[config.mk]
export PLATFORM = sky130hd
export DESIGN_NAME = div_clk_monitor
export DESIGN_NICKNAME = d
export VERILOG_FILES = /design/src/rtl/div_clk_monitor.sv
export SDC_FILE = /design/constraint.sdc
export NUM_CORES = 1
export LEC_CHECK = 0
export ABC_AREA = 1
export BUFFER_PORTS_ARGS = -buffer_cell sky130_fd_sc_hd__buf_2
export CAP_MARGIN = 20
export CELL_PAD_IN_SITES_DETAIL_PLACEMENT = 0
export CELL_PAD_IN_SITES_GLOBAL_PLACEMENT = 2
export CORE_MARGIN = 5
export CORE_UTILIZATION = 25
export DETAILED_ROUTE_END_ITERATION = 10
export PLACE_DENSITY = 0.75
export SETUP_SLACK_MARGIN = 0.02
export SYNTH_ARGS = -nofsm -noshare
export SYNTH_HDL_FRONTEND = slang
export SYNTH_SLANG_ARGS = --single-unit
export TNS_END_PERCENT = 5
[constraint.sdc]
create_clock -name clk -period 2.2 [get_ports clk]
set_input_delay 0.33 -clock clk [delete_from_list [all_inputs] [get_ports clk]]
set_output_delay 0.33 -clock clk [all_outputs]
set_load 0.005 [all_outputs]
[src/rtl/div_clk_monitor.sv]
// Monitors a divided clock sampled as data: edge strobes, period/high-time
// measurement, lock detection against an expected period, sticky error flags.
module div_clk_monitor #(
  parameter int MAX_PERIOD = 255,
  parameter int LOCK_CNT   = 4,
  localparam int CW  = $clog2(MAX_PERIOD + 1),
  localparam int LCW = $clog2(LOCK_CNT + 1)
) (
  input  logic          clk,
  input  logic          rst,
  input  logic          div_in,
  input  logic          en,
  input  logic [CW-1:0] exp_period,
  input  logic          clr_err,
  output logic          rise_pulse,
  output logic          fall_pulse,
  output logic [CW-1:0] period,
  output logic [CW-1:0] high_time,
  output logic          meas_valid,
  output logic          locked,
  output logic          err_period,
  output logic          err_timeout
);

  typedef enum logic [1:0] {
    IDLE   = 2'd0,
    ARMED  = 2'd1,
    LOCKED = 2'd2
  } state_t;

  localparam logic [CW-1:0]  MAX_CNT   = CW'(MAX_PERIOD);
  localparam logic [LCW-1:0] LOCK_LAST = LCW'(LOCK_CNT - 1);
  localparam logic [LCW-1:0] LOCK_FULL = LCW'(LOCK_CNT);

  state_t         state, state_d;
  logic           div_q, div_qq;
  logic [CW-1:0]  per_cnt, high_cnt;
  logic [LCW-1:0] match_cnt;
  logic           match, per_sat, high_sat;
  logic           capture, timeout, per_err;

  assign rise_pulse = div_q & ~div_qq;
  assign fall_pulse = ~div_q & div_qq;
  assign match      = (exp_period != '0) && (per_cnt == exp_period);
  assign per_sat    = (per_cnt == MAX_CNT);
  assign high_sat   = (high_cnt == MAX_CNT);

  always_ff @(posedge clk) begin
    if (rst) state <= IDLE;
    else     state <= state_d;
  end

  // A rise coinciding with counter saturation is a capture, never a timeout.
  always_comb begin
    state_d = state;
    capture = 1'b0;
    timeout = 1'b0;
    per_err = 1'b0;
    if (!en) begin
      state_d = IDLE;
    end else begin
      case (state)
        IDLE: begin
          if (rise_pulse) state_d = ARMED;
        end
        ARMED: begin
          if (rise_pulse) begin
            capture = 1'b1;
            if (match && (match_cnt >= LOCK_LAST)) state_d = LOCKED;
          end else if (per_sat) begin
            timeout = 1'b1;
            state_d = IDLE;
          end
        end
        LOCKED: begin
          if (rise_pulse) begin
            capture = 1'b1;
            if (!match) begin
              per_err = 1'b1;
              state_d = ARMED;
            end
          end else if (per_sat) begin
            timeout = 1'b1;
            state_d = IDLE;
          end
        end
        default: state_d = IDLE;
      endcase
    end
  end

  always_ff @(posedge clk) begin
    if (rst) begin
      div_q       <= 1'b0;
      div_qq      <= 1'b0;
      per_cnt     <= '0;
      high_cnt    <= '0;
      match_cnt   <= '0;
      period      <= '0;
      high_time   <= '0;
      meas_valid  <= 1'b0;
      locked      <= 1'b0;
      err_period  <= 1'b0;
      err_timeout <= 1'b0;
    end else begin
      div_q       <= div_in;
      div_qq      <= div_q;
      meas_valid  <= capture;
      locked      <= (state_d == LOCKED);
      err_period  <= per_err | (err_period & ~clr_err);
      err_timeout <= timeout | (err_timeout & ~clr_err);
      if (capture) period <= per_cnt;
      if (en && (state != IDLE) && fall_pulse) high_time <= high_cnt;
      // Counters idle at zero; the arming rise starts them at 1.
      if (state_d == IDLE) begin
        per_cnt  <= '0;
        high_cnt <= '0;
      end else if (rise_pulse) begin
        per_cnt  <= CW'(1);
        high_cnt <= CW'(1);
      end else begin
        if (!per_sat) per_cnt <= per_cnt + CW'(1);
        if (div_q && !high_sat) high_cnt <= high_cnt + CW'(1);
      end
      if (state_d == IDLE) begin
        match_cnt <= '0;
      end else if (capture) begin
        if (!match)                       match_cnt <= '0;
        else if (match_cnt != LOCK_FULL)  match_cnt <= match_cnt + LCW'(1);
      end
    end
  end

endmodule
==> flow_summary.ini, run 1 <==
[run_status]
outcome = finished, final reports clean

[cells_and_area]
area.growth.synth_to_final_pct = 20.2
num_antenna_cells = 0
fraction_of_layout_instances_using_a_drive_strength_above_1_pct = 21.0
final_cell_count_no_fill = 433
design.final.nets = 349
finish.utilization_pct = 30.8

[detailed_routing]
detail_route.vias_per_cell = 4.29
avgRoutedWirePerCell_um = 11.8
detailedRoute.firstPassIterationCount = 4
drc_errors = 0
vias = 1858
antenna_violating_nets_post_route = 0
routed_wl_mm = 5.12
starting_drt_drc_count = 59

[setup_path]
critical_path.top_delay_family = simple AND/OR/NAND/NOR gates
critical_path.startpoint_type = flop
crit_required_ns = 2.40
criticalPathCategory = flop to flop
arrival_ns = 2.16
path_buf_inv = 0
end_kind = flop
longest_individual_stage_delay_on_the_worst_path_ns = 0.41
crit_slowest_cell = sky130_fd_sc_hd__dfxtp_1
cp_max_fo = 14
crit_path_cell_trace = ha_2 > nand2_2 > nor3_4 > nand3_1 > nand2_1 > nor2_1 > a21oi_2 > nand2_1 > nand2_4 > nand2_4 > nand2_8 > nor2_1

[synthesis]
yosysWarnings = 0
netlist-cell-type-count = 25
synth_flop_cell = sky130_fd_sc_hd__dfxtp_1
synth.ff_latch_count = 43
avgSynthCellArea_um2 = 7.41
synthArstFlopShare_pct = 0
synth-edff-count = 0
post_synth_inst_count = 283
syn_area_um2 = 2100
syn-num-nets = 305
seq_area_frac_synth_pct = 41.1

[power]
power.combinational.fraction_pct = 5.9
p_leak_nw = 1.12
clock_power_share_pct = 37.6
totalPowerFinal_mw = 1.39
cell_internal_power_mw = 1.04
seqPwrFrac_pct = 56.5
switching_power_uw = 352
maximum_resistive_drop_on_vdd_v = 0.000254
power.switching_fraction_pct = 25.3
power.density_cell_area_nw_per_um2 = 553

[placed_design]
finalWeightedCongestion = 0.843
buffer_ports.inserted = 34
post-place-cells = 425
hpwl_mm = 4.04

[clock_tree]
tritoncts_clock_tree = yes
clock-sinks = 43
cts_root_buf = sky130_fd_sc_hd__clkbuf_8
clock_tree.buffer_depth = 2
clock_latency_ns = 0.30
h-tree-depth = 2
clk_transition_reported_paths_ns = 0.09
numCtsBuffers = 5

[timing]
timing.slew.headroom_pct = 70.0
timing.final.crit_share_pct = 89.2
period_minus_slack_ns = 1.96
max_slew_violation_count = 0
setup_repair_after_global_routing_missed_its_margin = no
setup_tns_final_ns = 0
timing.final.setup_violations = 0
max_clock_freq_mhz = 509
clock_skew_ns = 0.00774
worstMarginPinSlew_ns = 0.445
hold_viol = 0

[global_route]
globalRoute.totalOverflow = 0
grt_pass1_wl_mm = 8.67
grt_use_total_pct = 10.6
first_global_vias = 1819
grt_antenna_before_repair = 0
grt_max_degree = 18

[floorplan]
die-height_um = 102
chipWidth_um = 102
design.die.area_um2 = 10300
core_area_um2 = 8180
initial_core_util_pct = 25.6
rows = 33
num_io_pins = 35

[job]
max-cap-violations = 0

[worst_hold_path]
hold_class = primary input to flop
-- cell families (layout without fill, tap and decap cells) --
group	count (synthesis)	in the layout	synth area share [%]
and+or+nand+nor	133	133	29.0
DFF	43	43	41.1
buffers and inverters	43	88	8.48
AOI/OAI and AO/OA	42	42	10.7
xor gates and xnor gates	13	13	5.43
adders and majority gates	9	9	5.37
-- final cells by class --
cell class,instances,area (um2)
Clock inverter,3,23.8
Multi-Input combinational cell,197,1070
Tap cell,105,131
Sequential cell,43,862
Inverter,40,150
Fill cell,921,5660
Timing Repair Buffer,40,215
Clock buffer,5,68.8
-- power by group through the flow --
| stage | clock network, mW | registers [mW] | logic [mW] |
|---|---|---|---|
| after floorplan | 0 | 0.805 | 0.0481 |
| after global placement | 0 | 0.806 | 0.0826 |
| after detailed placement | 0 | 0.805 | 0.0823 |
| after CTS | 0.547 | 0.787 | 0.0827 |
| after global routing | 0.580 | 0.789 | 0.0960 |
| final | 0.524 | 0.787 | 0.0822 |
-- metrics by stage --
step / worst slack [ns] / instance area [um2] / hold slack [ns]
2_1_floorplan: 0.388 / 2100 / 0.399
3_3_place_gp: 0.281 / 2410 / 0.459
3_5_place_dp: 0.158 / 2410 / 0.459
4_1_cts: 0.144 / 2510 / 0.217
5_1_grt: 0.0223 / 2520 / 0.223
6_report: 0.237 / 2520 / 0.227
-- worst paths after layout --
kind | slack [ns] | cells after the start | to | start
setup / recovery | 0.24 | 12 | high_cnt[5]$_SDFFE_PP0P_ | per_cnt[1]$_SDFFE_PP0N_
hold / removal | 0.23 | 3 | div_q$_SDFF_PP0_ | div_in
setup reg to reg | 0.24 | 12 | high_cnt[5]$_SDFFE_PP0P_ | per_cnt[1]$_SDFFE_PP0N_
hold reg to reg | 0.47 | 2 | div_qq$_SDFF_PP0_ | div_q$_SDFF_PP0_
-- Yosys cell counts (5+ instances only) --
cell                       n  area share [%]
sky130_fd_sc_hd__a21oi_1  15             3.6
sky130_fd_sc_hd__dfxtp_1  43              41
sky130_fd_sc_hd__ha_1      9             5.4
sky130_fd_sc_hd__inv_1    38             6.8
sky130_fd_sc_hd__nand2_1  50             9.0
sky130_fd_sc_hd__nand3_1  12             2.9
sky130_fd_sc_hd__nand4_1   6             1.8
sky130_fd_sc_hd__nor2_1   44             7.9
sky130_fd_sc_hd__nor2_2   10             3.0
sky130_fd_sc_hd__o21ai_0  22             5.3
sky130_fd_sc_hd__xnor2_1   5             2.1
sky130_fd_sc_hd__xor2_1    8             3.3
-- layer usage --
metal / track usage (%) / wire, um
met5: 0 / 0
met4: 4.50 / 129
met3: 2.27 / 203
met2: 16.9 / 2340
met1: 13.7 / 2450
-- worst min-delay path, stage by stage --
cell	delay (ns)
sky130_fd_sc_hd__buf_2	0.09
sky130_fd_sc_hd__inv_1	0.04
sky130_fd_sc_hd__nor2_1	0.03
-- layout by cell type (no fill, tap or decap), types with 8 or more instances in the layout --
cell type,netlist,layout
sky130_fd_sc_hd__nand2_1,50,50
sky130_fd_sc_hd__nor2_1,44,44
sky130_fd_sc_hd__dfxtp_1,43,42
sky130_fd_sc_hd__inv_1,38,38
sky130_fd_sc_hd__buf_2,0,34
sky130_fd_sc_hd__o21ai_0,22,22
sky130_fd_sc_hd__a21oi_1,15,15
sky130_fd_sc_hd__nand3_1,12,12
sky130_fd_sc_hd__nor2_2,10,10
sky130_fd_sc_hd__xor2_1,8,8
sky130_fd_sc_hd__ha_1,9,8
-- flip-flops by register name, indices dropped and copies added (netlist names) --
signal	cells
high_cnt	8
high_time	8
per_cnt	8
period	8
match_cnt	3
state	2
div_q	1
div_qq	1
err_period	1
err_timeout	1
locked	1
meas_valid	1
-- timing repair --
item / in CTS / in global routing
hold buffers: 0 / 0
endpoints found under the setup margin: 0 / 14
gates resized for setup: 0 / 3
setup buffers: 0 / 0
Note: power is estimated with default switching activity, not from simulation.
==> run 2: changes to the inputs <==
--- a/config.mk
+++ b/config.mk
@@ -14,6 +14,7 @@
 export CORE_UTILIZATION = 25
 export DETAILED_ROUTE_END_ITERATION = 10
 export PLACE_DENSITY = 0.75
+export REMOVE_ABC_BUFFERS = 1
 export SETUP_SLACK_MARGIN = 0.02
 export SYNTH_ARGS = -nofsm -noshare
 export SYNTH_HDL_FRONTEND = slang
==> flow_summary.ini, run 2 (synthesis gave the netlist of run 1 again) <==
[global_route]
globalRoute.totalOverflow = 0
grt_use_total_pct = 10.5
grt_max_degree = 18
grt_antenna_before_repair = 0
first_global_vias = 1706
grt_pass1_wl_mm = 8.47

[detailed_routing]
detailedRoute.firstPassIterationCount = 4
avgRoutedWirePerCell_um = 12.1
antenna_violating_nets_post_route = 0
detail_route.vias_per_cell = 4.26
drc_errors = 0
starting_drt_drc_count = 69
routed_wl_mm = 5.21
vias = 1841

[clock_tree]
clock-sinks = 43
clock_tree.buffer_depth = 2
hold_buffers = 0
clock_latency_ns = 0.30
clk_transition_reported_paths_ns = 0.08
tritoncts_clock_tree = yes
cts_root_buf = sky130_fd_sc_hd__clkbuf_8
h-tree-depth = 2
numCtsBuffers = 5
cts.repair.resized = 0
cts_post_setup_buffers_inserted = 0

[setup_path]
path_buf_inv = 0
end_kind = flop
crit_path_cell_trace = ha_1 > nand2_2 > nor3_4 > nand3_1 > nand2_1 > nor2_1 > a21oi_2 > nand2_1 > nand2_4 > nand2_4 > nand2_8 > nor2_1
longest_individual_stage_delay_on_the_worst_path_ns = 0.41
critical_path.startpoint_type = flop
crit_slowest_cell = sky130_fd_sc_hd__dfxtp_1
arrival_ns = 2.14
criticalPathCategory = flop to flop
crit_required_ns = 2.39
critical_path.top_delay_family = simple AND/OR/NAND/NOR gates
cp_max_fo = 14

[floorplan]
design.die.area_um2 = 10300
initial_core_util_pct = 25.6
die-height_um = 102
chipWidth_um = 102
num_io_pins = 35
core_area_um2 = 8180
rows = 33

[cells_and_area]
area.growth.synth_to_final_pct = 19.6
design.final.nets = 349
finish.utilization_pct = 30.7
layout.cells.most_common_list = 50 x sky130_fd_sc_hd__nand2_1, 44 x sky130_fd_sc_hd__nor2_1, 43 x sky130_fd_sc_hd__dfxtp_1
final_cell_count_no_fill = 432
register_area_um2 = 861
multi_input_area_um2 = 1070
num_antenna_cells = 0
mostFrequentLayoutCell = sky130_fd_sc_hd__nand2_1
nFillCells = 931
fraction_of_layout_instances_using_a_drive_strength_above_1_pct = 20.2

[timing]
worstMarginPinSlew_ns = 0.439
max_slew_violation_count = 0
clock_skew_ns = 0.00819
period_minus_slack_ns = 1.95
max_clock_freq_mhz = 512
postLayoutSetupSlackWorst_ns = 0.248
timing.slew.headroom_pct = 70.4
hold_viol = 0
timing.final.setup_violations = 0
setup_tns_final_ns = 0
timing.final.crit_share_pct = 88.7
setup_repair_after_global_routing_missed_its_margin = no
fin_hold_ws_ns = 0.245

[job]
max-cap-violations = 0

[placed_design]
hpwl_mm = 3.98
buffer_ports.inserted = 34
post-place-cells = 425
detailedPlace.worstSlack_ns = 0.162
finalWeightedCongestion = 0.801

[run_status]
outcome = finished, final reports clean

[power]
power.density_cell_area_nw_per_um2 = 544
maximum_resistive_drop_on_vdd_v = 0.000191
p_leak_nw = 1.13

[worst_hold_path]
hold_class = primary input to flop
-- run 2: changes by cell type in the layout (fill, tap and decap cells not counted), sizes merged --
cell,delta
clkinv,+2
clkinvlp,-2
inv,-1
-- run 2: final cells by class --
type,instances,share of cell area [%]
timing repair buffer,40,8.59
clock inverter,2,0.549
tap,105,5.24
multi-input combinational,197,42.5
inverter,40,5.99
clock buffer,5,2.75
sequential,43,34.3
-- run 2: worst reg2reg max path: stages (launching register included) --
cell and delay, ns:
sky130_fd_sc_hd__dfxtp_1 0.41, sky130_fd_sc_hd__ha_1 0.23, sky130_fd_sc_hd__nand2_2 0.09, sky130_fd_sc_hd__nor3_4 0.22, sky130_fd_sc_hd__nand3_1 0.13, sky130_fd_sc_hd__nand2_1 0.10
sky130_fd_sc_hd__nor2_1 0.05, sky130_fd_sc_hd__a21oi_2 0.12, sky130_fd_sc_hd__nand2_1 0.09, sky130_fd_sc_hd__nand2_4 0.12, sky130_fd_sc_hd__nand2_4 0.08, sky130_fd_sc_hd__nand2_8 0.14
sky130_fd_sc_hd__nor2_1 0.06
-- run 2: routing by layer --
layer / track usage [%] / up-vias / wire [um]
met4: 3.58 / 0 / 48
met5: 0 / - / 0
met1: 14.0 / 816 / 2570
met3: 3.03 / 4 / 270
li1: - / 985 / -
met2: 16.1 / 36 / 2320
-- run 2: final timing paths --
kind	startpoint	endpoint	slack (ns)	depth (start not counted)
max	per_cnt[0]$_SDFFE_PP0P_	high_cnt[4]$_SDFFE_PP0P_	0.25	12
min	div_in	div_q$_SDFF_PP0_	0.25	3
max reg2reg	per_cnt[0]$_SDFFE_PP0P_	high_cnt[4]$_SDFFE_PP0P_	0.25	12
min reg2reg	div_q$_SDFF_PP0_	div_qq$_SDFF_PP0_	0.47	2
-- run 2: power by group --
group	internal (mW)	switching, mW
Combinational	0.0312	0.0517
Sequential	0.783	0.00435
Clock	0.217	0.275
-- run 2: stage by stage --
stage               total power, mW  instance area (um2)
finish                         1.36                 2510
global route                   1.43                 2510
CTS                            1.40                 2500
detailed placement            0.888                 2410
global placement              0.889                 2410
floorplan                     0.850                 2070
